==> config.mk <==
export PLATFORM = sky130hd
export DESIGN_NAME = mmio_bus_fabric
export DESIGN_NICKNAME = d
export VERILOG_FILES = /design/src/rtl/mmio_bus_fabric.sv
export SDC_FILE = /design/constraint.sdc
export NUM_CORES = 1
export LEC_CHECK = 0
export CAP_MARGIN = 25
export CORE_AREA = 2 2 181 183
export CTS_CLUSTER_DIAMETER = 60
export DETAILED_ROUTE_END_ITERATION = 16
export DIE_AREA = 0 0 183 185
export PLACE_DENSITY = 0.56
export SETUP_SLACK_MARGIN = 0.2
export SLEW_MARGIN = 20
export SYNTH_ARGS = -nofsm -noshare
export SYNTH_HDL_FRONTEND = slang
export SYNTH_SLANG_ARGS = --single-unit
==> constraint.sdc <==
create_clock -name clk -period 3.8 [get_ports clk]
set_input_delay 0.95 -clock clk [delete_from_list [all_inputs] [get_ports clk]]
set_output_delay 0.95 -clock clk [all_outputs]
set_load 0.02 [all_outputs]
==> src/rtl/mmio_bus_fabric.sv <==
// CPU-to-core MMIO fabric: decodes the PicoRV32 native bus onto core ports by address prefix,
// with per-access ready timeout, error responses and a sticky error capture.
module mmio_bus_fabric #(
    parameter int                     NUM_CORES      = 8,
    parameter logic [NUM_CORES*8-1:0] CORE_PREFIXES  = 64'h3f10050403020100,
    parameter int                     ADDR_BITS      = 8,
    parameter int                     TIMEOUT_CYCLES = 255,
    parameter logic [31:0]            ERR_RDATA      = 32'hdeadbeef
) (
    input  logic                    clk,
    input  logic                    reset,
    input  logic                    cpu_valid,
    input  logic [31:0]             cpu_addr,
    input  logic [3:0]              cpu_wstrb,
    input  logic [31:0]             cpu_wdata,
    output logic [31:0]             cpu_rdata,
    output logic                    cpu_ready,
    output logic [NUM_CORES-1:0]    core_cs,
    output logic                    core_we,
    output logic [3:0]              core_wstrb,
    output logic [ADDR_BITS-1:0]    core_address,
    output logic [31:0]             core_write_data,
    input  logic [NUM_CORES*32-1:0] core_read_data,
    input  logic [NUM_CORES-1:0]    core_ready,
    input  logic                    err_clear,
    output logic                    err_valid,
    output logic [1:0]              err_cause,
    output logic [31:0]             err_addr,
    output logic [7:0]              err_count
);

    localparam int IDX_W = (NUM_CORES > 1) ? $clog2(NUM_CORES) : 1;

    typedef enum logic [1:0] {
        IDLE   = 2'd0,
        ACCESS = 2'd1,
        RESP   = 2'd2
    } state_t;

    state_t            state_q, state_d;
    logic [IDX_W-1:0]  idx_q, idx_d;
    logic [15:0]       cnt_q, cnt_d;
    logic [31:0]       addr_q, addr_d;
    logic [3:0]        wstrb_q, wstrb_d;
    logic [31:0]       wdata_q, wdata_d;
    logic [31:0]       rdata_q, rdata_d;
    logic              ready_q, ready_d;
    logic              err_valid_q, err_valid_d;
    logic [1:0]        err_cause_q, err_cause_d;
    logic [31:0]       err_addr_q, err_addr_d;
    logic [7:0]        err_count_q, err_count_d;

    logic              hit;
    logic [IDX_W-1:0]  hit_idx;
    logic              err_flag;
    logic [1:0]        err_cause_new;
    logic [31:0]       err_addr_new;
    logic              ev_base;
    logic [1:0]        cause_base;
    logic [31:0]       eaddr_base;
    logic [7:0]        count_base;

    // Descending scan so the lowest matching index is the one left standing.
    always_comb begin
        hit     = 1'b0;
        hit_idx = '0;
        for (int i = NUM_CORES - 1; i >= 0; i--) begin
            if (cpu_addr[31:24] == CORE_PREFIXES[8*i +: 8]) begin
                hit     = 1'b1;
                hit_idx = IDX_W'(i);
            end
        end
    end

    always_comb begin
        state_d       = state_q;
        idx_d         = idx_q;
        cnt_d         = cnt_q;
        addr_d        = addr_q;
        wstrb_d       = wstrb_q;
        wdata_d       = wdata_q;
        rdata_d       = rdata_q;
        ready_d       = 1'b0;
        err_flag      = 1'b0;
        err_cause_new = 2'b00;
        err_addr_new  = 32'h0;
        case (state_q)
            IDLE: begin
                if (cpu_valid) begin
                    addr_d  = cpu_addr;
                    wstrb_d = cpu_wstrb;
                    wdata_d = cpu_wdata;
                    if (hit) begin
                        idx_d   = hit_idx;
                        cnt_d   = 16'h0;
                        state_d = ACCESS;
                    end else begin
                        rdata_d       = ERR_RDATA;
                        err_flag      = 1'b1;
                        err_cause_new = 2'b01;
                        err_addr_new  = cpu_addr;
                        state_d       = RESP;
                    end
                end
            end
            ACCESS: begin
                // Ready is checked before the limit so a last-cycle ready still completes normally.
                if (core_ready[idx_q]) begin
                    rdata_d = core_read_data[idx_q*32 +: 32];
                    state_d = RESP;
                end else if (cnt_q == 16'(TIMEOUT_CYCLES - 1)) begin
                    rdata_d       = ERR_RDATA;
                    err_flag      = 1'b1;
                    err_cause_new = 2'b10;
                    err_addr_new  = addr_q;
                    state_d       = RESP;
                end else begin
                    cnt_d = cnt_q + 16'd1;
                end
            end
            RESP: begin
                ready_d = 1'b1;
                state_d = IDLE;
            end
            default: state_d = IDLE;
        endcase
    end

    // A clear in the same cycle as a new error still captures that error.
    always_comb begin
        ev_base     = err_clear ? 1'b0  : err_valid_q;
        cause_base  = err_clear ? 2'b00 : err_cause_q;
        eaddr_base  = err_clear ? 32'h0 : err_addr_q;
        count_base  = err_clear ? 8'h00 : err_count_q;
        err_valid_d = ev_base;
        err_cause_d = cause_base;
        err_addr_d  = eaddr_base;
        err_count_d = count_base;
        if (err_flag) begin
            if (!ev_base) begin
                err_valid_d = 1'b1;
                err_cause_d = err_cause_new;
                err_addr_d  = err_addr_new;
            end
            err_count_d = (count_base == 8'hff) ? 8'hff : count_base + 8'd1;
        end
    end

    always_ff @(posedge clk) begin
        if (reset) begin
            state_q     <= IDLE;
            idx_q       <= '0;
            cnt_q       <= 16'h0;
            addr_q      <= 32'h0;
            wstrb_q     <= 4'h0;
            wdata_q     <= 32'h0;
            rdata_q     <= 32'h0;
            ready_q     <= 1'b0;
            err_valid_q <= 1'b0;
            err_cause_q <= 2'b00;
            err_addr_q  <= 32'h0;
            err_count_q <= 8'h00;
        end else begin
            state_q     <= state_d;
            idx_q       <= idx_d;
            cnt_q       <= cnt_d;
            addr_q      <= addr_d;
            wstrb_q     <= wstrb_d;
            wdata_q     <= wdata_d;
            rdata_q     <= rdata_d;
            ready_q     <= ready_d;
            err_valid_q <= err_valid_d;
            err_cause_q <= err_cause_d;
            err_addr_q  <= err_addr_d;
            err_count_q <= err_count_d;
        end
    end

    always_comb begin
        core_cs = '0;
        if (state_q == ACCESS) begin
            core_cs[idx_q] = 1'b1;
        end
    end

    assign cpu_rdata       = rdata_q;
    assign cpu_ready       = ready_q;
    assign core_we         = |wstrb_q;
    assign core_wstrb      = wstrb_q;
    assign core_address    = addr_q[ADDR_BITS+1:2];
    assign core_write_data = wdata_q;
    assign err_valid       = err_valid_q;
    assign err_cause       = err_cause_q;
    assign err_addr        = err_addr_q;
    assign err_count       = err_count_q;

endmodule

==> impl_metrics.ini, run 1 <==
[critical_path]
reg2reg_depth = 6
r2r-start = idx_q[1]$_SDFFE_PP0P_
path_cells = nand2b_1 -> nor4b_1 -> clkdlybuf4s50_1
reg2reg_to = err_addr[0]$_SDFF_PP0_
path_buf_inv = 1
cp_max_fo = 10
critPathTopFamily = simple AND/OR/NAND/NOR gates
required_ps = 2850
cp.arrival_ps = 2420
cpMaxStageDelayCell = clkdlybuf4s50_1
startpoint_type = flip-flop
cp-startpoint = state_q[0]$_SDFFE_PP0P_
end_kind = output port
cpPeakStageDelay_ps = 660
crit_type = reg -> out
r2r_setup_slack_ps = 1010

[timing]
finalSetupViolations = 0
skew_ps = 20.8
setup_tns_ps = 0
worst_pin_slew_ps = 794
finalHoldViolCount = 0
maxSlewViolCount = 0
min_period_ps = 3370
grt_setup_unrepaired = no
slew_headroom_pct = 47.0
post-route-period-util_pct = 88.8
max_freq_mhz = 296
fin_ws_ps = 426

[global_route]
grt_pass1_vias = 9000
grt_pass1_wl_um = 58700
antenna_found_initial = 10
grt_overflow = 0
grt_use_total_pct = 23.3
grt_start_max_net_pins = 106

[worst_hold_path]
hold_path.class = reg -> reg
whs_path_depth = 2
min_from = core_write_data[4]$_SDFFE_PP0P_
whs_endpoint = core_write_data[4]$_SDFFE_PP0P_

[power_and_ir_drop]
sequentialPowerShare_pct = 40.2
internal-power_uw = 3320
p_sw_share_pct = 29.6
p_sw_uw = 1390
p_per_area_nw_per_um2 = 329
p_leak_uw = 0.00479
power_frac_comb_pct = 23.6
clock_power_share_pct = 36.3
ir_drop_uv = 262

[route]
vias_per_cell = 5.17
drt_wl_total_um = 40400
ant_nets = 0
via_count = 9236
drcViolationCount = 0
wire_per_inst_um = 22.6
drtPass1Iterations = 5
initialDrtViolationCount = 618

[yosys]
syn_area_um2 = 8700
syn_avg_cell_area_um2 = 9.28
synth_cell_type_count = 59
ys_seq_elements = 165
syn_nets = 1276
ys.flop_type = dfxtp_1
synthCells = 937
synth_edf_count = 0
seq_area_frac_synth_pct = 38.0
async_flop_share_pct = 0
yosysWarnings = 0

[placed_design]
port-buffer-count = 464
gp_congestion = 0.852
preCtsSetupSlack_ps = 209
hpwl_um = 31800

[floorplan]
die_w_um = 183
num_rows = 66
dieArea_um2 = 33900
start_util_pct = 27.1
io_pins = 465
core_area_um2 = 32000
fp.dieH_um = 185

[job]
maxCapViolCount = 0

[clock_tree]
path_clk_slew_ps = 70
cts_root_buf = clkbuf_16
cts_resized = 0
cts_tree = built
cts_hold_buffers = 0
clkLatencyLatePin_ps = 430
cts_made_buffers = 17
clock_sinks = 165
h-tree-depth = 4
clock_path_buffers = 2
post-cts-setup-buffers = 0

[cells_and_area]
drive_gt1_share_pct = 11.1
nNetsFinal = 1699
final_common_cell = clkdlybuf4s50_1
utilization_pct = 44.7
syn_to_final_growth_pct = 64.7
fillers = 3089
layout_common_cells = 463 x clkdlybuf4s50_1, 173 x nand2_1, 162 x dfxtp_1

[outcome]
status = complete, no violations
cell type report:
type                    count  area, um2  share of cell area, %
flip-flops and latches    165       3310                   23.1
well taps                 408        510                   3.56
diodes                      6       15.0                  0.105
clock buffers              18        429                   3.00
clock inverters            14        143                  0.996
repair buffers            492       4890                   34.1
multi-input cells         678       5000                   34.9
inverters                   6       22.5                  0.157
worst max path at each step:
stage                                         to  cells past startpoint
after floorplan            cnt_q[7]$_SDFFE_PP0P_                      7
after global placement    err_addr[3]$_SDFF_PP0_                      7
after detailed placement  err_addr[5]$_SDFF_PP0_                      7
after CTS                             core_cs[2]                      3
after global routing                  core_cs[3]                      4
final                                 core_cs[2]                      3
cells by family after synthesis:
| kind of cell | count (synthesis) | synth area share (%) |
|---|---|---|
| XOR/XNOR | 3 | 0.302 |
| buffers and inverters | 94 | 4.66 |
| AO/OA/AOI/OAI | 234 | 17.5 |
| multiplexers | 101 | 21.2 |
| flip-flops | 165 | 38.0 |
| adder cells (fa/ha/maj) | 3 | 0.432 |
| AND/OR/NAND/NOR | 337 | 17.9 |
power by group through the flow:
stage	combinational (uW)	sequential (uW)	clock (uW)
2_1_floorplan	362	2010	0
6_report	1110	1890	1710
3_3_place_gp	1110	1930	0
4_1_cts	1120	1890	1750
3_5_place_dp	1110	1930	0
5_1_grt	1190	1910	1830
per-stage QoR:
stage	hold slack (ps)	std cells	total power [uW]	area [um2]
final	455	1787	4710	14300
after global routing	472	1787	4920	14300
after CTS	456	1781	4770	14300
after detailed placement	446	1749	3050	13700
after global placement	441	1749	3040	13700
after floorplan	436	937	2380	8700
routing by layer:
layer | vias to the layer above | track usage, % | part of all wire [%] | wire length [um]
met5 | - | 0 | 0.14 | 57
met4 | 8 | 6.18 | 1.8 | 730
met3 | 38 | 6.63 | 7.4 | 2990
li1 | 4313 | - | - | -
met2 | 371 | 39.6 | 49 | 19800
met1 | 4506 | 29.1 | 42 | 16900
Yosys cell counts, types with 12 or more instances:
cell type / n / share of area (%)
o21ai_0: 14 / 0.81
or3_1: 13 / 0.94
nand3_1: 23 / 1.3
a311oi_1: 12 / 1.2
mux2i_1: 26 / 3.0
mux4_2: 66 / 17
a211oi_1: 26 / 2.2
a21oi_1: 114 / 6.6
nor2_1: 51 / 2.2
dfxtp_1: 165 / 38
nand2_1: 174 / 7.5
clkbuf_1: 61 / 2.6
a22oi_1: 14 / 1.2
and2_1: 16 / 1.2
state kept, by name, summed over array words and instances (netlist names), 2 cells and up:
name / count
addr_q: 32
cnt_q: 16
core_write_data: 32
core_wstrb: 4
cpu_rdata: 32
err_addr: 32
err_cause: 2
err_count: 8
idx_q: 3
state_q: 2
tightest hold or removal path, cell delays in order (launching register included):
cell and delay, ps:
dfxtp_1 310, nand2_1 50, a21oi_1 50
(Power assumes the default switching activity.)
==> inputs of run 2 (changes only) <==
--- a/config.mk
+++ b/config.mk
@@ -11,6 +11,7 @@
 export DETAILED_ROUTE_END_ITERATION = 16
 export DIE_AREA = 0 0 183 185
 export PLACE_DENSITY = 0.56
+export RECOVER_POWER = 50
 export SETUP_SLACK_MARGIN = 0.2
 export SLEW_MARGIN = 20
 export SYNTH_ARGS = -nofsm -noshare
==> impl_metrics.ini, run 2 (synthesized netlist as in run 1, its figures left out) <==
[critical_path]
reg2reg_depth = 6
startpoint_type = input pin
cp.arrival_ps = 3750
path_cells = dlygate4sd3_1 -> nor3b_4 -> clkbuf_2 -> buf_4 -> nand3_1 -> a311oi_2
cp_max_fo = 47
required_ps = 4100
cpPeakStageDelay_ps = 880
end_kind = flip-flop
cpMaxStageDelayCell = clkbuf_2
crit_type = in -> reg
r2r_setup_slack_ps = 1000

[clock_tree]
h-tree-depth = 4
clock_sinks = 165
cts_hold_buffers = 0
post-cts-setup-buffers = 0
cts_tree = built
clkLatencyLatePin_ps = 430
cts_made_buffers = 17
path_clk_slew_ps = 70
clock_path_buffers = 2
cts_root_buf = clkbuf_16
cts_resized = 0

[timing]
post-route-period-util_pct = 90.7
max_freq_mhz = 290
finalHoldViolCount = 0
grt_setup_unrepaired = no
min_period_ps = 3450
finalSetupViolations = 0
maxSlewViolCount = 106
setup_tns_ps = 0
worst_pin_slew_ps = 2460
skew_ps = 20.3
slew_headroom_pct = -63.7

[placed_design]
port-buffer-count = 464
gp_congestion = 0.852
hpwl_um = 31800
dpl_cell_area_um2 = 13700

[global_route]
grt_pass1_wl_um = 58700
antenna_found_initial = 10
grt_use_total_pct = 23.3
grt_pass1_vias = 9000
grt_start_max_net_pins = 106
grt_overflow = 0

[cells_and_area]
final_common_cell = clkdlybuf4s50_1
fillers = 3091
design_area_um2 = 14300
nNetsFinal = 1699
layout_common_cells = 350 x clkdlybuf4s50_1, 173 x nand2_1, 162 x dfxtp_1
drive_gt1_share_pct = 11.1
utilization_pct = 44.7
syn_to_final_growth_pct = 64.5

[route]
ant_nets = 0
drtPass1Iterations = 5
wire_per_inst_um = 22.6
drt_wl_total_um = 40500
drcViolationCount = 0
vias_per_cell = 5.20
initialDrtViolationCount = 663
via_count = 9286

[outcome]
violations = max-capacitance violations, max-slew violations
status = finished with violations

[floorplan]
core_area_um2 = 32000
num_rows = 66
start_util_pct = 27.1
dieArea_um2 = 33900
die_w_um = 183
io_pins = 465
fp.dieH_um = 185

[power_and_ir_drop]
p_per_area_nw_per_um2 = 327
p_leak_uw = 0.00509
ir_drop_uv = 262
p_total_uw = 4680

[job]
maxCapViolCount = 1

[worst_hold_path]
hold_path.class = reg -> reg
whs_path_depth = 2
[run 2: area by class of cell]
cell class / count / area, um2 / area share, %
diodes: 6 / 15.0 / 0.105
clock inverters: 14 / 143 / 0.997
inverters: 6 / 22.5 / 0.157
flip-flops and latches: 165 / 3310 / 23.1
repair buffers: 492 / 4870 / 34.1
clock buffers: 18 / 429 / 3.00
multi-input cells: 678 / 5000 / 35.0
well taps: 408 / 510 / 3.57
[run 2: power by group]
group | leakage (uW) | switching (uW) | internal, uW
combinational | 0.00348 | 494 | 590
sequential | 0.00135 | 60.4 | 1830
clock | 0.000260 | 838 | 872
[run 2: stage by stage]
stage               cells  setup WS [ps]  hold slack (ps)
detailed placement   1749            209              446
global placement     1749            291              441
CTS                  1781            400              456
floorplan             937            867              436
global route         1787            130              472
finish               1787            353              450
[run 2: critical path: cells and delay by family]
family                 cells  cell delay [ps]
AOI/OAI and AO/OA          1              250
buffers and inverters      3             2030
and+or+nand+nor            2              480
[run 2: path summary, 6_finish.rpt]
check / from / endpoint
setup reg to reg: idx_q[1]$_SDFFE_PP0P_ / err_addr[0]$_SDFF_PP0_
hold reg to reg: core_write_data[4]$_SDFFE_PP0P_ / core_write_data[4]$_SDFFE_PP0P_
setup / recovery: cpu_valid / err_addr[22]$_SDFF_PP0_
hold / removal: core_write_data[4]$_SDFFE_PP0P_ / core_write_data[4]$_SDFFE_PP0P_
[run 2: layer usage]
metal	up-vias	track usage, %	part of all wire, %
met3	40	6.63	7.4
met5	-	0	0.14
met4	8	6.18	1.9
met1	4521	29.1	42
met2	396	39.6	49
li1	4321	-	-
